[src/rtl/uart_scheduler.sv]
`default_nettype none
// ============================================================================
// Module   : uart_scheduler
// Purpose  : CPU-side sequencer for the shared UART. Queues CPU bytes in a
//            4-deep TX FIFO and hands them to the transmitter one at a time
//            via the TX_DATA/ctrl/TX_STATUS handshake. Captures received bytes
//            with overrun detection. Exposes TXD/RXD/CON registers and a
//            level interrupt.
// Revision : 1.0 - initial release
// ============================================================================
module uart_scheduler (
    input  logic        clk,
    input  logic        reset,
    input  logic        rd,
    input  logic        wr,
    input  logic [31:0] addr,
    input  logic [31:0] wdata,
    output logic [31:0] rdata,
    input  logic [7:0]  RX_DATA,
    input  logic        RX_STATUS,
    input  logic        TX_STATUS,
    output logic [7:0]  TX_DATA,
    output logic        ctrl,
    output logic        irqout
);

    localparam logic [31:0] c_ADDR_TXD = 32'h4000_0018;
    localparam logic [31:0] c_ADDR_RXD = 32'h4000_001C;
    localparam logic [31:0] c_ADDR_CON = 32'h4000_0020;

    typedef enum logic [1:0] {
        S_IDLE      = 2'd0,
        S_START     = 2'd1,
        S_WAIT_BUSY = 2'd2,
        S_WAIT_DONE = 2'd3
    } state_t;

    state_t      r_state;

    // TX FIFO storage and bookkeeping
    logic [7:0]  r_mem [4];
    logic [1:0]  r_wptr;
    logic [1:0]  r_rptr;
    logic [2:0]  r_count;

    // Status / control flags
    logic        r_tx_done;
    logic        r_tx_ie;
    logic        r_rx_ie;
    logic        r_prev;
    logic [7:0]  r_rx_byte;
    logic        r_rx_valid;
    logic        r_overrun;

    // Bus decode and FIFO handshake
    logic        w_sel_txd;
    logic        w_sel_rxd;
    logic        w_sel_con;
    logic        w_txd_wr;
    logic        w_con_wr;
    logic        w_rxd_rd;
    logic        w_tx_empty;
    logic        w_tx_full;
    logic        w_pop;
    logic        w_push;
    logic        w_rx_evt;
    logic [31:0] w_con;
    logic        w_unused_wdata;

    assign w_sel_txd  = (addr == c_ADDR_TXD);
    assign w_sel_rxd  = (addr == c_ADDR_RXD);
    assign w_sel_con  = (addr == c_ADDR_CON);
    assign w_txd_wr   = wr & w_sel_txd;
    assign w_con_wr   = wr & w_sel_con;
    assign w_rxd_rd   = rd & w_sel_rxd;

    assign w_tx_empty = (r_count == 3'd0);
    assign w_tx_full  = (r_count == 3'd4);

    // The FSM takes the head byte only when idle and the transmitter is free.
    assign w_pop      = (r_state == S_IDLE) & ~w_tx_empty & TX_STATUS;
    // A full FIFO still accepts a push when a slot is freed in the same cycle.
    assign w_push     = w_txd_wr & (~w_tx_full | w_pop);

    assign w_rx_evt   = RX_STATUS & ~r_prev;

    assign w_con = {25'b0, w_tx_empty, r_overrun, w_tx_full, r_rx_valid,
                    r_tx_done, r_rx_ie, r_tx_ie};

    // Upper write-data bits carry no register fields.
    assign w_unused_wdata = ^wdata[31:8];

    // TX FIFO: circular buffer with wrapping 2-bit pointers and occupancy count
    always_ff @(posedge clk or posedge reset) begin
        if (reset) begin
            for (int i = 0; i < 4; i++) begin
                r_mem[i] <= 8'd0;
            end
            r_wptr  <= 2'd0;
            r_rptr  <= 2'd0;
            r_count <= 3'd0;
        end else begin
            if (w_push) begin
                r_mem[r_wptr] <= wdata[7:0];
                r_wptr        <= r_wptr + 2'd1;
            end
            if (w_pop) begin
                r_rptr <= r_rptr + 2'd1;
            end
            case ({w_push, w_pop})
                2'b10:   r_count <= r_count + 3'd1;
                2'b01:   r_count <= r_count - 3'd1;
                default: r_count <= r_count;
            endcase
        end
    end

    // TX sequencer: load byte, pulse ctrl, wait for busy then idle, flag done
    always_ff @(posedge clk or posedge reset) begin
        if (reset) begin
            r_state   <= S_IDLE;
            TX_DATA   <= 8'd0;
            ctrl      <= 1'b0;
            r_tx_done <= 1'b0;
        end else begin
            ctrl <= 1'b0;
            // CPU clear comes first so a same-cycle completion overrides it.
            if (w_con_wr && wdata[2]) begin
                r_tx_done <= 1'b0;
            end
            case (r_state)
                S_IDLE: begin
                    if (w_pop) begin
                        TX_DATA <= r_mem[r_rptr];
                        ctrl    <= 1'b1;
                        r_state <= S_START;
                    end
                end
                S_START: begin
                    r_state <= S_WAIT_BUSY;
                end
                S_WAIT_BUSY: begin
                    if (!TX_STATUS) begin
                        r_state <= S_WAIT_DONE;
                    end
                end
                S_WAIT_DONE: begin
                    if (TX_STATUS) begin
                        r_tx_done <= 1'b1;
                        r_state   <= S_IDLE;
                    end
                end
                default: r_state <= S_IDLE;
            endcase
        end
    end

    // Interrupt enables written through CON
    always_ff @(posedge clk or posedge reset) begin
        if (reset) begin
            r_tx_ie <= 1'b0;
            r_rx_ie <= 1'b0;
        end else if (w_con_wr) begin
            r_tx_ie <= wdata[0];
            r_rx_ie <= wdata[1];
        end
    end

    // RX capture: edge-detect byte-ready, hold byte, track unread and overrun
    always_ff @(posedge clk or posedge reset) begin
        if (reset) begin
            r_prev     <= 1'b0;
            r_rx_byte  <= 8'd0;
            r_rx_valid <= 1'b0;
            r_overrun  <= 1'b0;
        end else begin
            r_prev <= RX_STATUS;
            if (w_rx_evt) begin
                r_rx_byte  <= RX_DATA;
                r_rx_valid <= 1'b1;
            end else if (w_rxd_rd) begin
                r_rx_valid <= 1'b0;
            end
            if (w_con_wr && wdata[5]) begin
                r_overrun <= 1'b0;
            end
            // A byte arriving while the previous one is being read is not lost.
            if (w_rx_evt && r_rx_valid && !w_rxd_rd) begin
                r_overrun <= 1'b1;
            end
        end
    end

    // Combinational read mux; unmapped or idle bus reads as zero
    always_comb begin
        rdata = 32'd0;
        if (rd) begin
            if (w_sel_rxd) begin
                rdata = {24'd0, r_rx_byte};
            end else if (w_sel_con) begin
                rdata = w_con;
            end
        end
    end

    assign irqout = (r_tx_ie & r_tx_done) | (r_rx_ie & r_rx_valid);

endmodule
`default_nettype wire

[config.mk]
export PLATFORM = sky130hd
export DESIGN_NAME = uart_scheduler
export DESIGN_NICKNAME = d
export VERILOG_FILES = /design/src/rtl/uart_scheduler.sv
export SDC_FILE = /design/constraint.sdc
export NUM_CORES = 1
export LEC_CHECK = 0
export ABC_AREA = 1
export CAP_MARGIN = 20
export CORE_MARGIN = 3
export CORE_UTILIZATION = 50
export DETAILED_ROUTE_END_ITERATION = 16
export PLACE_DENSITY = 0.87
export SLEW_MARGIN = 5
export SYNTH_ARGS = -nofsm -noshare
export SYNTH_HDL_FRONTEND = slang
export SYNTH_SLANG_ARGS = --single-unit
export TNS_END_PERCENT = 1
[constraint.sdc]
create_clock -name clk -period 6.6 [get_ports clk]
set_clock_uncertainty 0.1 [all_clocks]
set_input_delay 1.32 -clock clk [delete_from_list [all_inputs] [get_ports clk]]
set_output_delay 1.32 -clock clk [all_outputs]
set_load 0.1 [all_outputs]
==> summary.txt <==
STA
  • Max Freq: 0.183 GHz
  • Final worst-path cycle share: 82.6%
  • Minimum clock period: 5.45 ns
  • Final Setup Violations: 0
  • Final Max Tran Viols: 0
  • Worst-Margin Slew: 0.979 ns
  • Fin. Hold Viols: 0
  • Max_slew headroom: 34.5%
  • Setup_tns: 0 ns
  • RSZ-0062 raised after global routing: false

Finish
  • Area grow syn2layout: 23.6%
  • Multi-input gate area: 1620 um2
  • Sequential Area: 1600 um2
  • Most frequent cells in the layout: nand2_1, nor2_1, clkdlybuf4s50_1
  • Ant. Diodes: 0
  • Ratio of cells with drive above 1 in the final layout: 6.89%
  • Post-layout instance area: 4380 um2
  • Final nets: 591
  • Fillers: 565
  • Commonest non-fill, non-tap cell in the layout: nand2_1

Power and ir drop
  • Pint: 0.000827 W
  • Comb pwr share: 40.5%
  • VDD IR max: 224 uV
  • Clock power frac: 25.3%
  • Net Sw Frac: 44.0%
  • Psw: 0.000651 W
  • Leak: 2.12 nW
  • Sequential power share: 34.2%
  • Cell Pwr Density: 338 nW/um2

Clock network
  • Post_cts resized: 0
  • Postcts setup bufs: 0
  • Clock tree from TritonCTS: yes
  • Max H-tree Level: 3
  • Clock buffer depth: 2
  • Worst-path clk slew: 0.07 ns
  • Total CTS buffers: 9
  • Sink Count: 64
  • Root buffer cell: clkbuf_8
  • Hold-fix buffers, CTS: 0
  • Clock Latency Late Sink: 0.34 ns

Setup path
  • Endpoint type of the worst setup path: output pin
  • Crit path max fanout: 8
  • Critical Path Start Type: input port
  • Critical path data arrival time: 4.03 ns
  • CP delay by family, top: buffers and inverters
  • Critical Path Max Stage Delay: 1.18 ns
  • Highest-delay cell along the critical path: clkdlybuf4s50_1
  • Critical Path RT: 5.18 ns
  • Most used cell, CP: nand2_1
  • CP Cell Sequence: clkdlybuf4s50_1 -> nor2_1 -> nand2_1 -> nor2_1 -> nand2_1 -> nor2_4 -> nand2_1 -> o21ai_0 -> clkdlybuf4s50_1
  • Crit Path Class: in2out
  • Buf+Inv Stages, Crit Path: 2

Drt
  • Initial DRT Pass Iterations: 5
  • Wire per inst: 13.6 um
  • Post-route ant nets: 0
  • Vias/cell: 5.16
  • DRC Markers: 0
  • Detailed Route WL: 8230 um
  • Drt initial violations: 280
  • Vias: 3118

Worst hold path
  • Worst min path class: reg2reg

Placement
  • DP HPWL: 5900 um
  • IO buf count: 71
  • Gpl congestion: 0.793
  • DP Area: 4160 um2

Die
  • Height of the die: 90.1 um
  • # IOs: 120
  • Core Box Area: 6830 um2
  • Initial Util: 51.8%
  • Row count: 30
  • Area of the die: 8130 um2
  • DIE WIDTH: 90.1 um

Job
  • MaxCap Viol Count: 0

Global routing
  • Congestion Overflow GR: 0
  • First-pass GRT wire length: 13500 um
  • Gr usage total: 20.4%
  • Vias in the first global route: 3051
  • Largest net degree at the start of global routing: 65
  • Initial antenna violation count: 0

Logic synthesis
  • Share of the yosys chip area belonging to registers: 45.2%
  • Average cell area after synthesis: 8.06 um2
  • Gate Count Post-Synth: 439
  • Mapped cell area: 3540 um2
  • Post-synthesis cell type count: 29
  • YS warnings: 0
  • Number of synthesized register bits: 64

Status
  • Outcome: finished, final reports clean
[kinds of logic after synthesis]
logic type	Yosys count	synth area share (%)
simple gates	248	30.9
buf+inv	69	11.5
flops	64	45.2
compound gates	37	5.51
fa+ha+maj	10	3.75
mux	7	2.19
xor+xnor	3	0.742
other cells	1	0.106
[worst paths after layout]
path | startpoint | end | slack [ns] | depth (start not counted)
setup / recovery | addr[7] | rdata[2] | 1.15 | 9
hold / removal | r_mem[19]$_DFFE_PP0P_ | r_mem[19]$_DFFE_PP0P_ | 0.37 | 2
setup reg to reg | r_state[0]$_DFFE_PP0P_ | r_count[2]$_DFFE_PP0P_ | 3.95 | 14
hold reg to reg | r_mem[19]$_DFFE_PP0P_ | r_mem[19]$_DFFE_PP0P_ | 0.37 | 2
max in group asynchronous | reset | r_rx_byte[0]$_DFFE_PP0P_ | 4.46 | 3
min in group asynchronous | reset | r_mem[25]$_DFFE_PP0P_ | 1.42 | 3
[power by group through the flow]
stage | sequential, W | clock [W] | combinational, W
finish | 0.000505 | 0.000374 | 0.000599
CTS | 0.000505 | 0.000379 | 0.000602
detailed placement | 0.000512 | 0 | 0.000601
floorplan | 0.000678 | 0 | 0.000294
global placement | 0.000507 | 0 | 0.000582
global route | 0.000516 | 0.000396 | 0.000645
[metrics by stage]
stage | util, % | cells | worst slack, ns | hold WS [ns] | total power, W
2_1_floorplan | - | 462 | 1.03 | 0.337 | 0.000971
3_3_place_gp | 60.8 | 588 | 1.25 | 0.348 | 0.00109
3_5_place_dp | 60.8 | 588 | 1.19 | 0.354 | 0.00111
4_1_cts | 64.0 | 604 | 1.16 | 0.371 | 0.00149
5_1_grt | 64.0 | 604 | 0.968 | 0.392 | 0.00156
6_report | 64.0 | 604 | 1.15 | 0.373 | 0.00148
[cell type report]
class                           count  share of cell area (%)
Multi-Input combinational cell    329                    36.9
Sequential cell                    64                    36.6
Timing Repair Buffer               73                    16.5
Clock buffer                        9                    2.83
Tap cell                           96                    2.75
Inverter                           26                    2.23
Clock inverter                      7                    2.17
[worst register-to-register path, cell delays in order, from the launching register on]
cell	delay, ns
dfrtp_1	0.38
inv_1	0.09
ha_1	0.23
nand2_1	0.08
nand2_1	0.08
nand2_1	0.10
nor2_2	0.03
buf_4	0.25
nand2_1	0.17
ha_1	0.16
inv_1	0.07
fa_1	0.38
a21oi_1	0.15
o21ai_0	0.11
xor2_1	0.15
[cells in the mapped netlist]
library cell | number | share of area, %
fa_1 | 1 | 0.57
inv_2 | 1 | 0.11
nand2_2 | 1 | 0.18
nand2_1 | 111 | 12
ha_1 | 9 | 3.2
buf_6 | 5 | 1.6
a31oi_1 | 8 | 1.4
clkinv_1 | 1 | 0.11
nand4_1 | 33 | 5.8
buf_4 | 26 | 5.5
a21oi_1 | 6 | 0.85
mux2_2 | 6 | 1.9
nor2_4 | 2 | 0.64
nor2_1 | 74 | 7.8
nand3b_1 | 1 | 0.21
nor2_2 | 2 | 0.35
nand3_4 | 2 | 0.99
nor3_1 | 2 | 0.28
o21ai_0 | 23 | 3.3
buf_2 | 8 | 1.1
xnor2_1 | 1 | 0.25
nand3_1 | 20 | 2.8
clkbuf_1 | 3 | 0.32
dfrtp_1 | 64 | 45
mux2i_1 | 1 | 0.28
xor2_1 | 2 | 0.49
clkbuf_4 | 1 | 0.21
inv_1 | 24 | 2.5
conb_1 | 1 | 0.11
[sequential cells by signal, summed over array words and instances, names as in the netlist]
register    cells
r_tx_done       1
r_rx_byte       8
r_mem          32
r_rx_ie         1
r_rx_valid      1
TX_DATA         8
r_tx_ie         1
r_rptr          2
r_prev          1
r_count         3
r_overrun       1
ctrl            1
r_state         2
r_wptr          2
[metal layers]
layer | part of all wire (%) | routed length [um] | up-vias | track usage (%)
met5 | 0 | 0 | - | 0
met4 | 2.0 | 167 | 0 | 6.89
met3 | 6.2 | 508 | 19 | 6.11
met2 | 53 | 4360 | 116 | 36.6
met1 | 39 | 3200 | 1472 | 23.1
li1 | - | - | 1511 | -
(Power assumes the default switching activity.)
